<file path="src/rtl/muldiv_pkg.sv">
// Shared definitions for the iterative multiply/divide unit.
// Holds widths, the iteration count, op encodings and FSM state encodings.
package muldiv_pkg;

  localparam int unsigned WIDTH = 32;
  localparam int unsigned CNT_W = 6;
  localparam int unsigned ITER  = 32;

  typedef enum logic [2:0] {
    OP_MULT  = 3'b000,
    OP_MULTU = 3'b001,
    OP_DIV   = 3'b010,
    OP_DIVU  = 3'b011,
    OP_MTHI  = 3'b100,
    OP_MTLO  = 3'b101
  } op_e;

  typedef enum logic [1:0] {
    S_IDLE = 2'b00,
    S_CALC = 2'b01,
    S_FIX  = 2'b10
  } state_e;

endpackage

</file>
<file path="src/rtl/muldiv_datapath.sv">
// Iteration datapath: 64-bit accumulator, operand register, iteration counter
// and the per-cycle shift-add (multiply) or restoring-subtract (divide) step.
// Ports:
//   clk, rst_n  clock / async active-low reset
//   load        capture magnitudes, clear upper accumulator and counter
//   step        perform one iteration
//   is_div      select divide step (1) or multiply step (0)
//   a_mag       multiplier / dividend magnitude
//   b_mag       multiplicand / divisor magnitude
//   acc         {upper, lower}: product, or {remainder, quotient}
//   last_c      current step is the final iteration
module muldiv_datapath
  import muldiv_pkg::*;
(
  input  logic               clk,
  input  logic               rst_n,
  input  logic               load,
  input  logic               step,
  input  logic               is_div,
  input  logic [WIDTH-1:0]   a_mag,
  input  logic [WIDTH-1:0]   b_mag,
  output logic [2*WIDTH-1:0] acc,
  output logic               last_c
);

  logic [WIDTH-1:0]   opnd;
  logic [CNT_W-1:0]   cnt;
  logic [WIDTH:0]     mul_sum;
  logic [WIDTH:0]     trial;
  logic [WIDTH-1:0]   rem_sub;
  logic [2*WIDTH-1:0] acc_next;

  // Multiply keeps the multiplier in the low half and shifts it out LSB-first;
  // divide shifts the dividend out MSB-first while quotient bits shift in.
  always_comb begin
    mul_sum  = {1'b0, acc[2*WIDTH-1:WIDTH]} + (acc[0] ? {1'b0, opnd} : '0);
    trial    = {acc[2*WIDTH-1:WIDTH], acc[WIDTH-1]};
    rem_sub  = WIDTH'(trial - {1'b0, opnd});
    acc_next = acc;
    if (!is_div) begin
      acc_next = {mul_sum, acc[WIDTH-1:1]};
    end else if (trial >= {1'b0, opnd}) begin
      acc_next = {rem_sub, acc[WIDTH-2:0], 1'b1};
    end else begin
      acc_next = {trial[WIDTH-1:0], acc[WIDTH-2:0], 1'b0};
    end
  end

  assign last_c = (cnt == CNT_W'(ITER - 1));

  // Accumulator, operand and counter registers.
  always_ff @(posedge clk or negedge rst_n) begin
    if (!rst_n) begin
      acc  <= '0;
      opnd <= '0;
      cnt  <= '0;
    end else if (load) begin
      acc  <= {{WIDTH{1'b0}}, a_mag};
      opnd <= b_mag;
      cnt  <= '0;
    end else if (step) begin
      acc  <= acc_next;
      cnt  <= cnt + CNT_W'(1);
    end
  end

endmodule

</file>
<file path="src/rtl/muldiv_unit.sv">
// Iterative multiply/divide unit owning HI/LO for the MIPS execute stage.
// Ports:
//   clk, rst_n  clock / async active-low reset
//   start, op   request strobe and operation (MULT/MULTU/DIV/DIVU/MTHI/MTLO)
//   a, b        rs / rt operands, used only on the accepting edge
//   busy        iterative operation in flight (issue must stall)
//   done        one-cycle pulse when HI/LO take an iterative result
//   div_zero    sticky: last DIV/DIVU had a zero divisor
//   hi, lo      HI / LO registers
module muldiv_unit
  import muldiv_pkg::*;
(
  input  logic             clk,
  input  logic             rst_n,
  input  logic             start,
  input  logic [2:0]       op,
  input  logic [WIDTH-1:0] a,
  input  logic [WIDTH-1:0] b,
  output logic             busy,
  output logic             done,
  output logic             div_zero,
  output logic [WIDTH-1:0] hi,
  output logic [WIDTH-1:0] lo
);

  state_e             state, state_next;
  logic               load, step, fix, wr_hi, wr_lo;
  logic               op_signed, op_div;
  logic               sign_q, sign_r, is_div_q;
  logic [WIDTH-1:0]   a_mag, b_mag;
  logic [2*WIDTH-1:0] acc;
  logic               last_c;
  logic [WIDTH-1:0]   fix_hi, fix_lo;

  assign op_signed = (op == OP_MULT) || (op == OP_DIV);
  assign op_div    = (op == OP_DIV)  || (op == OP_DIVU);
  assign a_mag     = (op_signed && a[WIDTH-1]) ? -a : a;
  assign b_mag     = (op_signed && b[WIDTH-1]) ? -b : b;

  muldiv_datapath u_datapath (
    .clk    (clk),
    .rst_n  (rst_n),
    .load   (load),
    .step   (step),
    .is_div (is_div_q),
    .a_mag  (a_mag),
    .b_mag  (b_mag),
    .acc    (acc),
    .last_c (last_c)
  );

  // Next-state and control strobes.
  always_comb begin
    state_next = state;
    load       = 1'b0;
    step       = 1'b0;
    fix        = 1'b0;
    wr_hi      = 1'b0;
    wr_lo      = 1'b0;
    case (state)
      S_IDLE: begin
        if (start) begin
          case (op)
            OP_MULT, OP_MULTU, OP_DIV, OP_DIVU: begin
              load       = 1'b1;
              state_next = S_CALC;
            end
            OP_MTHI: wr_hi = 1'b1;
            OP_MTLO: wr_lo = 1'b1;
            default: ;
          endcase
        end
      end
      S_CALC: begin
        step = 1'b1;
        if (last_c) state_next = S_FIX;
      end
      S_FIX: begin
        fix        = 1'b1;
        state_next = S_IDLE;
      end
      default: state_next = S_IDLE;
    endcase
  end

  // Sign correction: a signed product negates as a whole 64-bit value,
  // quotient and remainder negate independently.
  always_comb begin
    {fix_hi, fix_lo} = acc;
    if (!is_div_q) begin
      if (sign_q) {fix_hi, fix_lo} = -acc;
    end else begin
      if (sign_q) fix_lo = -acc[WIDTH-1:0];
      if (sign_r) fix_hi = -acc[2*WIDTH-1:WIDTH];
    end
  end

  // State, sign latches and architectural outputs.
  always_ff @(posedge clk or negedge rst_n) begin
    if (!rst_n) begin
      state    <= S_IDLE;
      busy     <= 1'b0;
      done     <= 1'b0;
      div_zero <= 1'b0;
      sign_q   <= 1'b0;
      sign_r   <= 1'b0;
      is_div_q <= 1'b0;
      hi       <= '0;
      lo       <= '0;
    end else begin
      state <= state_next;
      busy  <= (state_next != S_IDLE);
      done  <= fix;
      if (load) begin
        sign_q   <= op_signed & (a[WIDTH-1] ^ b[WIDTH-1]);
        sign_r   <= op_signed & a[WIDTH-1];
        is_div_q <= op_div;
        if (op_div) div_zero <= (b == '0);
      end
      if (fix) begin
        hi <= fix_hi;
        lo <= fix_lo;
      end
      if (wr_hi) hi <= a;
      if (wr_lo) lo <= a;
    end
  end

endmodule

</file>
<file path="config.mk">
export PLATFORM = sky130hd
export DESIGN_NAME = muldiv_unit
export DESIGN_NICKNAME = d
export VERILOG_FILES = /design/src/rtl/muldiv_pkg.sv /design/src/rtl/muldiv_datapath.sv /design/src/rtl/muldiv_unit.sv
export SDC_FILE = /design/constraint.sdc
export NUM_CORES = 1
export LEC_CHECK = 0
export BUFFER_PORTS_ARGS = -buffer_cell sky130_fd_sc_hd__buf_2
export CORE_MARGIN = 10
export CORE_UTILIZATION = 50
export CTS_BUF_LIST = sky130_fd_sc_hd__clkbuf_4 sky130_fd_sc_hd__clkbuf_8
export DETAILED_ROUTE_END_ITERATION = 6
export MAX_ROUTING_LAYER = met4
export PLACE_DENSITY_LB_ADDON = 0.25
export SETUP_SLACK_MARGIN = 0.15
export SLEW_MARGIN = 5
export SYNTH_ARGS = -nofsm -noshare
export SYNTH_HDL_FRONTEND = slang
export SYNTH_SLANG_ARGS = --single-unit
export TNS_END_PERCENT = 100
</file>
<file path="constraint.sdc">
create_clock -name clk -period 3 [get_ports clk]
set_input_delay 0.15 -clock clk [delete_from_list [all_inputs] [get_ports clk]]
set_output_delay 0.15 -clock clk [all_outputs]
set_load 0.01 [all_outputs]
</file>
[Yosys cells after proc, flatten, opt, wreduce, memory -nomap -nowiden]
Index checks and enable logic that the tools add are counted.
Word-level totals
  RAM bits: 0
  bits in read-only memories: 0
  memories: 0
  register bits after elaboration: 174
  bits of input ports: 70
  bits in latches: 0
  output and inout bits: 67
Cells by class
  $lt $le $gt $ge: 1
  add/subtract/negate cells: 8
  div/mod/pow operators: 0
  bitwise gates (word level): 3
  shift operators: 0
  equality and inequality tests: 8
  mux-type cells: 34
  reduce and logical (&&, ||, !) cells: 13
  $mul: 0
Operators with widths (number)
  2-to-1 mux 32 bit: 13
  2-to-1 mux 64 bit: 4
  negator 32 bit: 4
  negator 64 bit: 1
  adder 32 x 32 -> 33 bit: 1
  >= comparator 33 x 32 -> 1 bit: 1
  logical NOT 32 bit: 1
  subtractor 32 bit: 1
  2-to-1 mux 6 bit: 2
  2-to-1 mux 1 bit: 11
  nonzero test 2 bit: 4
  adder 6 x 1 -> 6 bit, second input constant: 1
  == test 3 x 2 -> 1 bit, second input constant: 2
  == test 3 bit, second input constant: 2
  == test 6 x 5 -> 1 bit, second input constant: 1
  2-to-1 mux 2 bit: 3
  one-hot mux 2 bit (2 select lines): 1
  OR reduction 4 bit: 1
  == test 3 x 1 -> 1 bit, second input constant: 1
  logical NOT 3 bit: 1
  bitwise AND 1 bit: 2
  == test 2 x 1 -> 1 bit, second input constant: 1
  == test 2 bit, second input constant: 1
  logical AND 1 bit: 2
  other kinds (4): 5

[Logic depth before layout (Yosys ltp)]
Gate-level depths: netlist of the first run.
  word-level depth: 6
  gate-level depth with buffers: 14

[By module]
Synthesis of the first run repeated with hierarchy kept, for this count alone.
Unflattened totals
  cells, all modules: 1871
  area, all modules: 15108.2 um^2
Modules (own cells, without submodules)
  muldiv_datapath: times used 1, area an instance 8959.8 um^2, seq. area each 2552.4 um^2, cells an instance 1125
  muldiv_unit: times used 1, area an instance 6148.4 um^2, seq. area each 1801.7 um^2, cells an instance 746

[Worst setup path after synthesis of the first run]
No wires, ideal clock.
  kind: register -> register
  start point: reg u_datapath.acc[31]
  end point: reg u_datapath.acc[62]
  clock period less this slack: 3347 ps
  arrival time: 3244 ps
  data required time: 2896 ps
  library setup time: 104 ps
  buffers on the path: 0
  setup slack: -347 ps
  stages on the path, launching flop included: 14
  path through: dfrtp_1 inv_1 ha_1 inv_1 fa_1 a211oi_1 o21ai_0 a41o_1 a221oi_1 o21ai_0 o211ai_1 o21ai_0 xnor2_1 a221oi_1
Between the ends
  longest elaborated chain between the ends: 5
Ends and longest elaborated chain
  start, declared: line muldiv_datapath.sv:22  | output logic [2*WIDTH-1:0] acc,
  start signal, assigned: line muldiv_datapath.sv:58  | acc <= {{WIDTH{1'b0}}, a_mag};
  start signal, assigned: line muldiv_datapath.sv:62  | acc <= acc_next;
  subtractor 32 bit / >= comparator 33 x 32 -> 1 bit (equally long branches): line muldiv_datapath.sv:38, muldiv_datapath.sv:42
  2-to-1 mux 64 bit *: line muldiv_datapath.sv:42  | end else if (trial >= {1'b0, opnd}) begin
  2-to-1 mux 64 bit *: line muldiv_datapath.sv:40  | if (!is_div) begin
  2-to-1 mux 64 bit *: line muldiv_datapath.sv:61  | end else if (step) begin
  2-to-1 mux 64 bit *: line muldiv_datapath.sv:57  | end else if (load) begin
Every way passes the cells marked *; elsewhere a longest branch is shown, timed or not. The select of a mux whose other input is x is not followed.
A chain may end at the register's enable or synchronous reset.

[Worst setup path after layout of the first run]
  start point: reg u_datapath.opnd[0]
  end point: reg u_datapath.acc[41]
Between the ends
  longest elaborated chain between the ends: 5
Ends and longest elaborated chain
  start, declared: line muldiv_datapath.sv:26  | logic [WIDTH-1:0] opnd;
  start signal, assigned: line muldiv_datapath.sv:59  | opnd <= b_mag;
  2-to-1 mux 32 bit (tied with other cells): line muldiv_datapath.sv:36  | mul_sum = {1'b0, acc[2*WIDTH-1:WIDTH]} + (acc[0] ? {1'b0, opnd} : '0);
  adder 32 x 32 -> 33 bit / 2-to-1 mux 64 bit (equally long branches): line muldiv_datapath.sv:36, muldiv_datapath.sv:42
  2-to-1 mux 64 bit *: line muldiv_datapath.sv:40
  2-to-1 mux 64 bit *: line muldiv_datapath.sv:61
  2-to-1 mux 64 bit *: line muldiv_datapath.sv:57
Marked as above.

==> results of run 1 <==
[worst max-delay path, stage by stage, from the launching register on]
cell	delay (ns)
dfrtp_2	0.46
ha_4	0.18
buf_4	0.12
buf_4	0.13
nor2b_4	0.12
o21bai_2	0.09
and2_4	0.15
a21o_1	0.18
o211a_1	0.27
buf_4	0.15
o211a_4	0.28
nor2_4	0.19
buf_12	0.15
buf_12	0.10
buf_16	0.13
mux2i_1	0.22
o21ai_1	0.08
[kinds of logic after synthesis]
family                     synth area share, %
muxes                                     4.20
and+or+nand+nor                           17.8
AOI/OAI and AO/OA                         27.1
xor gates and xnor gates                  9.93
buffers and inverters                     4.39
adders and majority gates                 6.28
DFF                                       30.3
[sequential cells by signal (all words and copies together), names as in the netlist]
name and count:
busy 1, div_zero 1, done 1, hi 32, is_div_q 1, lo 32
sign_q 1, sign_r 1, state 2, u_datapath.acc 64, u_datapath.cnt 6, u_datapath.opnd 32
[what timing repair did]
item,4_1_cts,5_1_grt
resized for setup,122,113
hold buffers,43,0
endpoints found under the setup margin,49,66
hold endpoints to repair,132,0
setup buffers,23,20
gates cloned,3,0
pin swaps,58,72
[cell type report]
type | count | area [um2] | share of cell area, %
Clock buffer | 17 | 234 | 1.21
Antenna cell | 1 | 2.50 | 0.0129
Tap cell | 384 | 480 | 2.48
Inverter | 65 | 249 | 1.29
Clock inverter | 15 | 145 | 0.750
Multi-Input combinational cell | 1425 | 10400 | 53.6
Sequential cell | 174 | 4360 | 22.5
Timing Repair Buffer | 467 | 3520 | 18.2
[how the worst max path moves through the flow]
stage	start	endpoint	slack [ns]	cells past startpoint
2_1_floorplan	u_datapath.acc[0]$_DFFE_PN0P_	u_datapath.acc[57]$_DFFE_PN0P_	0.09	12
3_3_place_gp	u_datapath.acc[32]$_DFFE_PN0P_	u_datapath.acc[63]$_DFFE_PN0P_	-0.22	12
3_5_place_dp	u_datapath.acc[32]$_DFFE_PN0P_	u_datapath.acc[63]$_DFFE_PN0P_	-0.22	12
4_1_cts	u_datapath.acc[31]$_DFFE_PN0P_	u_datapath.acc[62]$_DFFE_PN0P_	-0.03	13
5_1_grt	u_datapath.opnd[15]$_DFFE_PN0P_	u_datapath.acc[49]$_DFFE_PN0P_	-0.12	16
6_report	u_datapath.opnd[0]$_DFFE_PN0P_	u_datapath.acc[41]$_DFFE_PN0P_	-0.09	16
[placed cells by master, fill, tap and decap left out, types with 13 or more instances in the layout]
master,instances
ha_4,17
xor2_1,88
or4_1,15
o31ai_1,31
nor2b_1,14
o21ai_1,40
nand2_1,167
a22oi_1,76
or3_1,17
nor3_1,20
a31oi_1,13
nor2_1,116
nand3_1,20
buf_4,260
a21o_1,20
a21oi_1,80
buf_6,16
nand4_1,14
clkbuf_8,17
o211ai_1,39
mux2i_1,55
a21oi_2,13
ha_1,50
inv_1,53
dfrtp_1,170
buf_2,135
xnor2_1,69
nand2b_1,17
dlygate4sd3_1,43
o21ai_0,169
[stage by stage]
stage	std cells	util [%]	area, um2
after CTS	2527	65.5	18700
final	2548	67.8	19400
after floorplan	1765	-	14500
after global routing	2547	67.8	19400
after detailed placement	2426	60.3	17200
after global placement	2426	60.3	17200
[per-layer routing]
metal	GRT usage (%)	share of wire [%]	vias to the layer above	wire length (um)
met3	4.71	7.1	147	3900
li1	-	-	7246	-
met4	13.8	5.0	0	2720
met5	-	0	-	0
met2	48.4	47	679	25500
met1	36.7	41	7453	22500
[power breakdown]
group / switching (mW) / total [mW] / leakage [nW] / internal (mW)
registers: 0.716 / 3.82 / 2.11 / 3.11
logic: 8.39 / 15.9 / 6.17 / 7.49
clock network: 1.10 / 1.71 / 0.190 / 0.616
total: 10.2 / 21.4 / 8.47 / 11.2
==> results.json, run 1 <==
{
  "synthToLayoutAreaGrowth_pct": 34.6,
  "drv_cap": 0,
  "setup_viol": 14,
  "htree_levels": 4,
  "synth_flop_cell": "dfrtp_1",
  "r2r_start": "u_datapath.opnd[0]$_DFFE_PN0P_",
  "slew_violations": 0,
  "synth_seq_area_share_pct": 30.3,
  "crit_path_start_kind": "register",
  "layout.nets": 2291,
  "netlist.area_leader.share_pct": 30.3,
  "final_antenna_net_count": 0,
  "fp.dieH_um": 190,
  "port_buffers": 136,
  "synthTopCellsByCount": "216 x o21ai_0, 174 x dfrtp_1, 172 x nand2_1, 132 x nor2_1, 95 x a21oi_1",
  "antenna_found_initial": 1,
  "drtIter0Drc": 1397,
  "worst-endpoint-required_ns": 3.40,
  "path_max_fanout": 5,
  "synth_cell_types": 76,
  "worstPathArrival_ns": 3.50,
  "ir_drop_v": 0.000508,
  "clockBufferDepth": 2,
  "finalPower_mw": 21.4,
  "hold_depth": 3,
  "synth_area_leaders": "dfrtp_1 30%, o21ai_0 7.5%, ha_1 6.0%, xor2_1 5.5%, nand2_1 4.5%",
  "rsz0062_at_grt": "true",
  "grt_start_max_net_pins": 80,
  "slew_headroom_pct": 46.2,
  "cts_made_buffers": 17,
  "drc": 1,
  "dr.pass1.iters": 7,
  "grt.overflow.total": 0,
  "fin_tns_setup_ns": -0.611,
  "tightest_slew_ns": 0.807,
  "track_usage_pct": 30.1,
  "drive_gt1_share_pct": 30.0,
  "syn_area_mm2": 0.0144,
  "async_reset_ff_share_pct": 100,
  "cts_sinks": 174,
  "rows": 62,
  "fillCellCount": 2365,
  "ys_warn_count": 0,
  "path_class": "reg -> reg",
  "cts_root_buf": "clkbuf_8",
  "hold_path.class": "in -> reg",
  "power.leakage_nw": 8.47,
  "yosysTopAreaCell": "dfrtp_1",
  "place_ws_ns": -0.218,
  "viasPerCell": 6.09,
  "ff2ff_setup_slack_ns": -0.09,
  "hold_end": "u_datapath.opnd[28]$_DFFE_PN0P_",
  "syn-num-nets": 1906,
  "grt_pass1_vias": 15300,
  "cts_tree": "yes",
  "vias": 15500,
  "clkLatencyLatePin_ns": 0.51,
  "power_density_mw_per_mm2": 1110,
  "period_share_pct": 103,
  "io_pins": 137,
  "skew_ns": 0.0198,
  "worst_hold_slack_ns": 0.0122,
  "worstHoldStart": "b[28]",
  "synth.ff_latch_count": 174,
  "drt_wl_total_um": 54700,
  "hold_viol_final": 0,
  "synth_cells": 1765,
  "critPathCaptureType": "register",
  "fmax_mhz": 323,
  "syn_avg_cell_area_um2": 8.15,
  "setup_ws_ns": -0.0922,
  "synth_edf_count": 0,
  "dieArea_mm2": 0.0359,
  "fin_crit_ns": 3.09,
  "initial_utilization_pct": 50.4,
  "yosysMostFrequentCell": "o21ai_0",
  "regToRegEndpoint": "u_datapath.acc[41]$_DFFE_PN0P_",
  "dp_hpwl_um": 40100,
  "grt_pass1_wl_um": 84600,
  "globalplace.congestion": 1.02,
  "clk_pin_slew_ns": 0.12,
  "violations": "design-rule violations, negative setup slack",
  "core_mm2": 0.0285,
  "status": "finished, violations left",
  "die_w_um": 190,
  "post_drt_wl_per_cell_um": 21.4,
  "ff2ff_path_depth": 16
}
Note: power is estimated with default switching activity, not from simulation.
==> run 2: changes to the inputs <==
Settings changed: CORE_UTILIZATION 50 to 59.
Clock period 3 ns to 2.88 ns, I/O delays scaled along.
==> results.json, run 2 (same netlist as run 1, synthesis figures left out) <==
{
  "status": "finished, violations left",
  "violations": "negative setup slack",
  "io_pins": 137,
  "synthToLayoutAreaGrowth_pct": 40.1,
  "grt_pass1_vias": 16200,
  "grt.overflow.total": 0,
  "path_max_fanout": 6,
  "multiInputGateArea_mm2": 0.0107,
  "fillCellCount": 1490,
  "cp_common_cell": "buf_4",
  "final_antenna_net_count": 0,
  "place_ws_ns": -0.431,
  "final_cell_mix": "331 x buf_4, 168 x dfrtp_1, 161 x nand2_1",
  "top_register": "u_datapath.acc",
  "period_share_pct": 106,
  "die_w_um": 176,
  "power_density_mw_per_mm2": 1140,
  "dp_hpwl_um": 40200,
  "post_drt_wl_per_cell_um": 22.4,
  "final_core_util_pct": 83.3,
  "cts_tree": "yes",
  "dr.pass1.iters": 6,
  "regToRegEndpoint": "u_datapath.acc[63]$_DFFE_PN0P_",
  "rsz0062_at_grt": "true",
  "cts_root_buf": "clkbuf_8",
  "ir_drop_v": 0.000550,
  "fp.dieH_um": 176,
  "cts_sinks": 174,
  "hold_path.class": "in -> reg",
  "crit_path_start_kind": "register",
  "mostFrequentLayoutCell": "buf_4",
  "setup_viol": 25,
  "track_usage_pct": 35.6,
  "tightest_slew_ns": 0.805,
  "dieArea_mm2": 0.0310,
  "critPathMaxStageDelay_ns": 0.44,
  "seq_area_mm2": 0.00436,
  "antenna_found_initial": 0,
  "ff2ff_setup_slack_ns": -0.18,
  "rows": 57,
  "drt_wl_total_um": 57300,
  "core_mm2": 0.0242,
  "grt_start_max_net_pins": 65,
  "dp.cells": 2431,
  "drtIter0Drc": 1991,
  "drive_gt1_share_pct": 35.5,
  "power.leakage_nw": 8.89,
  "critical_path.cell_chain": "clkinv_4 -> buf_4 -> buf_4 -> nor2_4 -> ha_4 -> a211o_1 -> o21a_1 -> o211ai_1 -> buf_4 -> a21oi_4 -> a211o_1 -> a21oi_2 -> o31ai_2 -> a32o_1",
  "clk_pin_slew_ns": 0.11,
  "skew_ns": 0.0197,
  "largest_reg_flops": 64,
  "slew_violations": 0,
  "viasPerCell": 6.53,
  "slew_headroom_pct": 46.3,
  "layout.nets": 2362,
  "drc": 0,
  "drv_cap": 0,
  "grt_pass1_wl_um": 86800,
  "hold_viol_final": 0,
  "htree_levels": 4,
  "fin_crit_ns": 3.06,
  "path_class": "reg -> reg",
  "cts_made_buffers": 17,
  "port_buffers": 136,
  "initial_utilization_pct": 59.5,
  "crit_start": "u_datapath.acc[0]$_DFFE_PN0P_",
  "slowest_stage": "dfrtp_2",
  "vias": 16700,
  "worstPathArrival_ns": 3.44,
  "layoutNonFillerInstCount": 2557,
  "crit_path_end": "u_datapath.acc[63]$_DFFE_PN0P_",
  "ff2ff_path_depth": 14,
  "r2r_start": "u_datapath.acc[0]$_DFFE_PN0P_",
  "worst-endpoint-required_ns": 3.26,
  "globalplace.congestion": 0.977,
  "clockBufferDepth": 2,
  "critPathCaptureType": "register",
  "clkLatencyLatePin_ns": 0.49,
  "insertedDiodeCount": 0,
  "fmax_mhz": 327,
  "setup_ws_ns": -0.178
}
## run 2: cell count changes in the layout (fill, tap and decap cells not counted), sizes merged
cell / delta
clkinvlp: +1
dlygate4sd3: -9
inv: -3
clkinv: +1
buf: +80
diode: -1
## run 2: critical path: cells and delay by family (launching register included)
kind	cells	cell delay, ns
AOI/OAI and AO/OA	8	1.60
adders and majority gates	1	0.21
and+or+nand+nor	1	0.11
DFF	1	0.44
buffers and inverters	4	0.58
## run 2: worst min path at each step
stage / cells after the start / end / from
after floorplan: 0 / busy$_DFF_PN0_ / rst_n
after global placement: 1 / lo[8]$_DFFE_PN0P_ / rst_n
after detailed placement: 1 / lo[8]$_DFFE_PN0P_ / rst_n
after CTS: 3 / hi[11]$_DFFE_PN0P_ / a[11]
after global routing: 3 / lo[1]$_DFFE_PN0P_ / a[1]
final: 3 / u_datapath.opnd[5]$_DFFE_PN0P_ / b[5]
## run 2: routing by layer
layer	vias to the layer above	global-route usage [%]	part of all wire, %
met1	7950	41.6	38
met3	277	6.02	9.2
met4	0	19.0	5.7
met2	1080	57.8	47
li1	7401	-	-
met5	-	-	0
## run 2: per-stage QoR
stage               TNS, ns  cell area, um2  total power [mW]  hold WS, ns
global placement      -4.50           17700              17.5        0.190
floorplan           -0.0725           14700              12.3       -0.152
global route          -4.61           20100              24.2       0.0175
CTS                  -0.817           19300              21.0      0.00182
finish                -1.74           20100              23.0       0.0120
detailed placement    -5.54           17700              17.9        0.191
## run 2: repair_timing
action	4_1_cts	5_1_grt
pin swaps	77	90
endpoints found under the setup margin	65	67
endpoints found under the hold margin	100	0
buffers inserted	38	22
cloned	1	0
resized for setup	146	177
hold buffers	34	0
## run 2: power breakdown
part / total (mW) / switching, mW / internal (mW)
Clock: 1.78 / 1.14 / 0.644
Combinational: 17.1 / 8.91 / 8.22
Sequential: 4.06 / 0.815 / 3.24
## run 2: layout make-up
type | count | share of cell area [%]
Multi-Input combinational cell | 1425 | 53.3
Sequential cell | 174 | 21.7
Timing Repair Buffer | 538 | 19.9
Tap cell | 324 | 2.01
Inverter | 65 | 1.24
Clock buffer | 17 | 1.16
Clock inverter | 14 | 0.739
